[config.mk]
export PLATFORM = sky130hd
export DESIGN_NAME = rpn_stack_ram
export DESIGN_NICKNAME = d
export VERILOG_FILES = /design/src/rtl/rpn_stack_ram.sv
export SDC_FILE = /design/constraint.sdc
export NUM_CORES = 1
export LEC_CHECK = 0
export BUFFER_PORTS_ARGS = -buffer_cell sky130_fd_sc_hd__clkbuf_2
export CAP_MARGIN = 20
export CORE_ASPECT_RATIO = 1.25
export CORE_UTILIZATION = 30
export DETAILED_ROUTE_END_ITERATION = 8
export GPL_ROUTABILITY_DRIVEN = 0
export GPL_TIMING_DRIVEN = 0
export PLACE_DENSITY_LB_ADDON = 0.1
export SLEW_MARGIN = 5
export SYNTH_ARGS = -nofsm -noshare
export SYNTH_HDL_FRONTEND = slang
export SYNTH_SLANG_ARGS = --single-unit
[constraint.sdc]
create_clock -name clk -period 3.9 [get_ports clk]
set_input_delay 0.195 -clock clk [delete_from_list [all_inputs] [get_ports clk]]
set_output_delay 0.195 -clock clk [all_outputs]
set_load 0.02 [all_outputs]
[src/rtl/rpn_stack_ram.sv]
// rpn_stack_ram - operand stack for the RPN datapath.
//
// The top two entries (top, next) are held in registers so the ALU always
// sees both operands. Entries below them spill into a synchronous-read RAM
// (one write port, one registered read port). Entry k (k >= 2, counting
// from the top) lives at mem[count-1-k], so the RAM fills from address 0
// upward, like an ordinary stack.
//
// Ports:
//   clk, rst_n      rising-edge clock, asynchronous active-low reset
//   push            push din (strobe)
//   pop             discard top (strobe)
//   reduce          replace top and next with din (strobe)
//   clear           empty the stack and clear the error flags
//   din             value for push/reduce
//   top, next       entries 0 and 1 (registered; 0 when the slot is unused)
//   count           entries held, 0..DEPTH
//   empty, full     count==0, count==DEPTH
//   ready           1 = push/pop/reduce accepted this cycle
//   overflow_err    sticky, set by push while full
//   underflow_err   sticky, set by pop on empty or reduce with < 2 entries
//
// FSM states:
//   state  | meaning
//   IDLE   | ready; ops accepted
//   REFILL | one cycle; next is reloaded from the RAM read data
module rpn_stack_ram #(
  parameter int DATA_WIDTH = 8,
  parameter int DEPTH      = 16
) (
  input  logic                          clk,
  input  logic                          rst_n,
  input  logic                          push,
  input  logic                          pop,
  input  logic                          reduce,
  input  logic                          clear,
  input  logic [DATA_WIDTH-1:0]         din,
  output logic [DATA_WIDTH-1:0]         top,
  output logic [DATA_WIDTH-1:0]         next,
  output logic [$clog2(DEPTH):0]        count,
  output logic                          empty,
  output logic                          full,
  output logic                          ready,
  output logic                          overflow_err,
  output logic                          underflow_err
);

  localparam int ADDR_WIDTH = $clog2(DEPTH);
  localparam int CW         = ADDR_WIDTH + 1;

  localparam logic [CW-1:0] ONE     = CW'(1);
  localparam logic [CW-1:0] TWO     = CW'(2);
  localparam logic [CW-1:0] THREE   = CW'(3);
  localparam logic [CW-1:0] DEPTH_C = CW'(DEPTH);

  typedef enum logic {IDLE = 1'b0, REFILL = 1'b1} state_t;

  state_t                  state_q, state_d;
  logic [DATA_WIDTH-1:0]   top_d, next_d;
  logic [CW-1:0]           count_d;
  logic                    ovf_d, unf_d;

  logic                    wr_en, rd_en;
  logic [ADDR_WIDTH-1:0]   wr_addr, rd_addr;
  logic [DATA_WIDTH-1:0]   rd_data;
  logic [DATA_WIDTH-1:0]   mem [DEPTH];

  // Spill RAM. Not reset. A write and a read never target the same address
  // in one cycle: writes happen only on push, reads only on pop/reduce.
  always_ff @(posedge clk) begin
    if (wr_en) mem[wr_addr] <= next;
    if (rd_en) rd_data <= mem[rd_addr];
  end

  always_ff @(posedge clk or negedge rst_n) begin
    if (!rst_n) begin
      state_q       <= IDLE;
      top           <= '0;
      next          <= '0;
      count         <= '0;
      overflow_err  <= 1'b0;
      underflow_err <= 1'b0;
    end else begin
      state_q       <= state_d;
      top           <= top_d;
      next          <= next_d;
      count         <= count_d;
      overflow_err  <= ovf_d;
      underflow_err <= unf_d;
    end
  end

  always_comb begin
    state_d = state_q;
    top_d   = top;
    next_d  = next;
    count_d = count;
    ovf_d   = overflow_err;
    unf_d   = underflow_err;
    wr_en   = 1'b0;
    rd_en   = 1'b0;
    wr_addr = '0;
    rd_addr = '0;
    ready   = (state_q == IDLE);

    if (clear) begin
      // Clear wins over everything, including an in-flight refill.
      state_d = IDLE;
      top_d   = '0;
      next_d  = '0;
      count_d = '0;
      ovf_d   = 1'b0;
      unf_d   = 1'b0;
    end else if (state_q == REFILL) begin
      // Read data was captured on the op edge; push/pop/reduce are ignored.
      next_d  = rd_data;
      state_d = IDLE;
    end else if (push) begin
      if (count == DEPTH_C) begin
        ovf_d = 1'b1;
      end else begin
        if (count >= TWO) begin
          wr_en   = 1'b1;
          wr_addr = ADDR_WIDTH'(count - TWO);
        end
        next_d  = top;
        top_d   = din;
        count_d = count + ONE;
      end
    end else if (pop) begin
      if (count == '0) begin
        unf_d = 1'b1;
      end else begin
        // With a single entry next is already 0, so top falls to 0.
        top_d   = next;
        count_d = count - ONE;
        if (count >= THREE) begin
          rd_en   = 1'b1;
          rd_addr = ADDR_WIDTH'(count - THREE);
          state_d = REFILL;
        end else begin
          next_d = '0;
        end
      end
    end else if (reduce) begin
      if (count < TWO) begin
        unf_d = 1'b1;
      end else begin
        top_d   = din;
        count_d = count - ONE;
        if (count >= THREE) begin
          rd_en   = 1'b1;
          rd_addr = ADDR_WIDTH'(count - THREE);
          state_d = REFILL;
        end else begin
          next_d = '0;
        end
      end
    end
  end

  assign empty = (count == '0);
  assign full  = (count == DEPTH_C);

endmodule

==> reports/results.ini <==
[timing]
period_share_pct=96.17
finalCriticalPeriod_ps=3750
whs_ps=166.2
tightest_slew_ps=979.0
slew_violations=0
setup_viol=0
rsz0062_at_grt=no
clock_skew_ps=17.94
relSlewSlack_pct=34.26
clock.fmax_ghz=0.2666
hold_viol=0

[floorplanning]
core-area_um2=23190
die_area_um2=24550
start_util_pct=30.94
die_h_um=174.9
dieWidth_um=140.3
io_pins=40
rows=62

[synth]
synth-main-ff-cell=edfxtp_1
synth-compound-area-share_pct=13.35
syn_inst=583
synthTopCellsByArea=edfxtp_1 57%, dfrtp_1 8.4%, nand3_1 3.5%, o21ai_0 3.0%, a21oi_1 2.6%
synth_cell_type_count=46
synth-simple-area-share_pct=14.26
synth.top_cells.by_count=136 x edfxtp_1, 50 x nand3_1, 43 x o21ai_0, 37 x a21oi_1, 31 x nor2_1
seq_area_frac_synth_pct=65.27
netlist.area_leader.share_pct=56.90
synthXorXnorAreaFrac_pct=0.8543
synth_top_family_by_area=simple AND/OR/NAND/NOR gates
yosys_register_bits=160
yosysWarnings=0
synth.area.mux_share_pct=1.255
synth_edf_count=136
synthArstFlopShare_pct=15.00
synth_area_um2=7177
synth_fa_ha_area_share_pct=1.674
yosysMostFrequentCell=edfxtp_1
syn_avg_cell_area_um2=12.31
syn_nets=606
synth_top_area_cell=edfxtp_1

[setup_path]
reg2reg_to=rd_data[2]$_DFFE_PP_
criticalPathCategory=register to register
endpoint_kind=register
cp_slowest_stage_delay_ps=520
r2r_slack_ps=150
startpoint_type=register
path_common_cell=buf_2
crit_path_max_fanout=10
crit_chain=clkbuf_2 > inv_1 > ha_1 > nor3b_1 > o22a_1 > buf_6 > or3_1 > buf_2 > buf_2 > o21a_1 > o21ai_0 > a221oi_1
required_ps=4030
r2r_start=count[1]$_DFFE_PN0P_
worst_path_max_delay_cell=o21ai_0
ff2ff_path_depth=12
critPathArrivalTime_ps=3880

[grt]
grt.total_usage_pct=17.34
grt_max_degree=25
antenna_found_initial=0
grt-ovfl-total=0
grt_pass1_wl_um=30840
grt_pass1_vias=5077

[clock_network]
cts_buffer_depth=2
clockRootBuffer=clkbuf_16
cts_num_sinks=160
tritoncts=done
clkLatencyLatePin_ps=440
htreeDepth=4
cts_buffers=17
clk_pin_slew_ps=70

[power_and_ir_drop]
p_leak_uw=0.002852
ir_worst_vdd_uv=311.7
power_density_nw_per_um2=622.4

[routing]
routed_wl_um=20340
ant_nets=0
dr.first_iter.drc_count=313
vias_per_cell=5.303
vias=5027
dr.pass1.iters=5
post_drt_wl_per_cell_um=21.46
drc=0

[cells_and_area]
drive_above_1_share_pct=16.36
instances_no_fill=948
final_nets=670
final_util_pct=36.03
antenna_cells=0
synthToLayoutAreaGrowth_pct=16.46

[place]
portBuffers=39
hpwl_um=14540
dpl.cell_count=913

[worst_hold_path]
worst_hold_startpoint=din[3]
hold_class=input pin to register
worstHoldPathCells=4
hold_end=top[3]$_DFFE_PN0P_

[job]
cap_viol_max_count=0

[status]
outcome=finished clean

-- per-layer routing --
layer / GRT usage, % / vias up / share of wire [%]
li1: - / 2371 / -
met1: 20.18 / 2452 / 41
met2: 31.19 / 173 / 51
met3: 3.042 / 31 / 4.6
met4: 7.372 / 0 / 3.0
met5: 0 / - / 0
-- worst max-delay path by stage --
stage                                    start                   end  cells after the start
after global placement    count[1]$_DFFE_PN0P_  rd_data[7]$_DFFE_PP_                      9
after CTS                 count[1]$_DFFE_PN0P_  rd_data[7]$_DFFE_PP_                     11
after floorplan           count[1]$_DFFE_PN0P_  rd_data[6]$_DFFE_PP_                     10
after global routing      count[2]$_DFFE_PN0P_  rd_data[1]$_DFFE_PP_                     10
final                     count[1]$_DFFE_PN0P_  rd_data[2]$_DFFE_PP_                     12
after detailed placement  count[1]$_DFFE_PN0P_  rd_data[2]$_DFFE_PP_                      9
-- report_power, final --
part / internal [uW] / leakage [uW] / switching [uW]
Combinational: 398 / 0.00101 / 914
Clock: 856 / 0.000284 / 758
Sequential: 2080 / 0.00156 / 199
Total: 3330 / 0.00285 / 1870
-- layout by cell type (no fill, tap or decap), drive strengths merged, types with 18 or more instances in the layout --
master,netlist,final
edfxtp,136,136
clkbuf,31,89
o21ai,54,54
nand3,50,50
a21oi,37,37
nor2,31,31
nand2,29,29
nand4,24,24
dfrtp,24,24
nor2b,21,21
inv,9,21
nor4,18,18
buf,14,18
-- critical path: cells and delay by family, from the launching register on --
family,cells,cell delay (ps)
buffers and inverters,5,950
and+or+nand+nor,2,550
adders and majority gates,1,280
AOI/OAI and AO/OA,4,1180
DFF,1,490
-- state kept, by name, indices dropped and copies added (netlist names) --
name / count
mem: 128
next: 8
rd_data: 8
top: 8
count: 5
overflow_err: 1
state_q: 1
underflow_err: 1
-- cell families (layout without fill, tap and decap cells) --
logic type | count (synthesis) | after routing
buffers and inverters | 54 | 131
muxes | 8 | 8
adders and majority gates | 9 | 9
xor gates and xnor gates | 7 | 7
and+or+nand+nor | 194 | 194
AOI/OAI and AO/OA | 151 | 151
DFF | 160 | 160
-- area by class of cell --
class                   instances  area (um^2)
clock inverters                14        117.6
clock buffers                  18        439.2
multi-input cells             369         2270
well taps                     288        360.3
plain buffers                  44        207.7
inverters                       9        33.78
repair buffers                 46        245.2
fillers                      2290        14840
flip-flops and latches        160         4684
-- through the flow --
| step | setup TNS, ps | setup WS [ps] | power (uW) | instance area [um^2] |
|---|---|---|---|---|
| global route | 0 | 41.13 | 5446 | 8358 |
| floorplan | 0 | 629.3 | 3097 | 7177 |
| CTS | 0 | 44.53 | 5236 | 8325 |
| global placement | -2126 | -358.7 | 3603 | 7732 |
| finish | 0 | 149.5 | 5202 | 8358 |
| detailed placement | -662.0 | -168.9 | 3622 | 7752 |
-- timing repair --
| item | 4_1_cts | 5_1_grt |
|---|---|---|
| endpoints found under the setup margin | 7 | 8 |
| hold endpoints to repair | 24 | 0 |
| gates cloned | 0 | 0 |
| hold buffers | 1 | 0 |
| resized for setup | 1 | 12 |
| setup buffers | 0 | 0 |
Note: power is estimated with default switching activity, not from simulation.
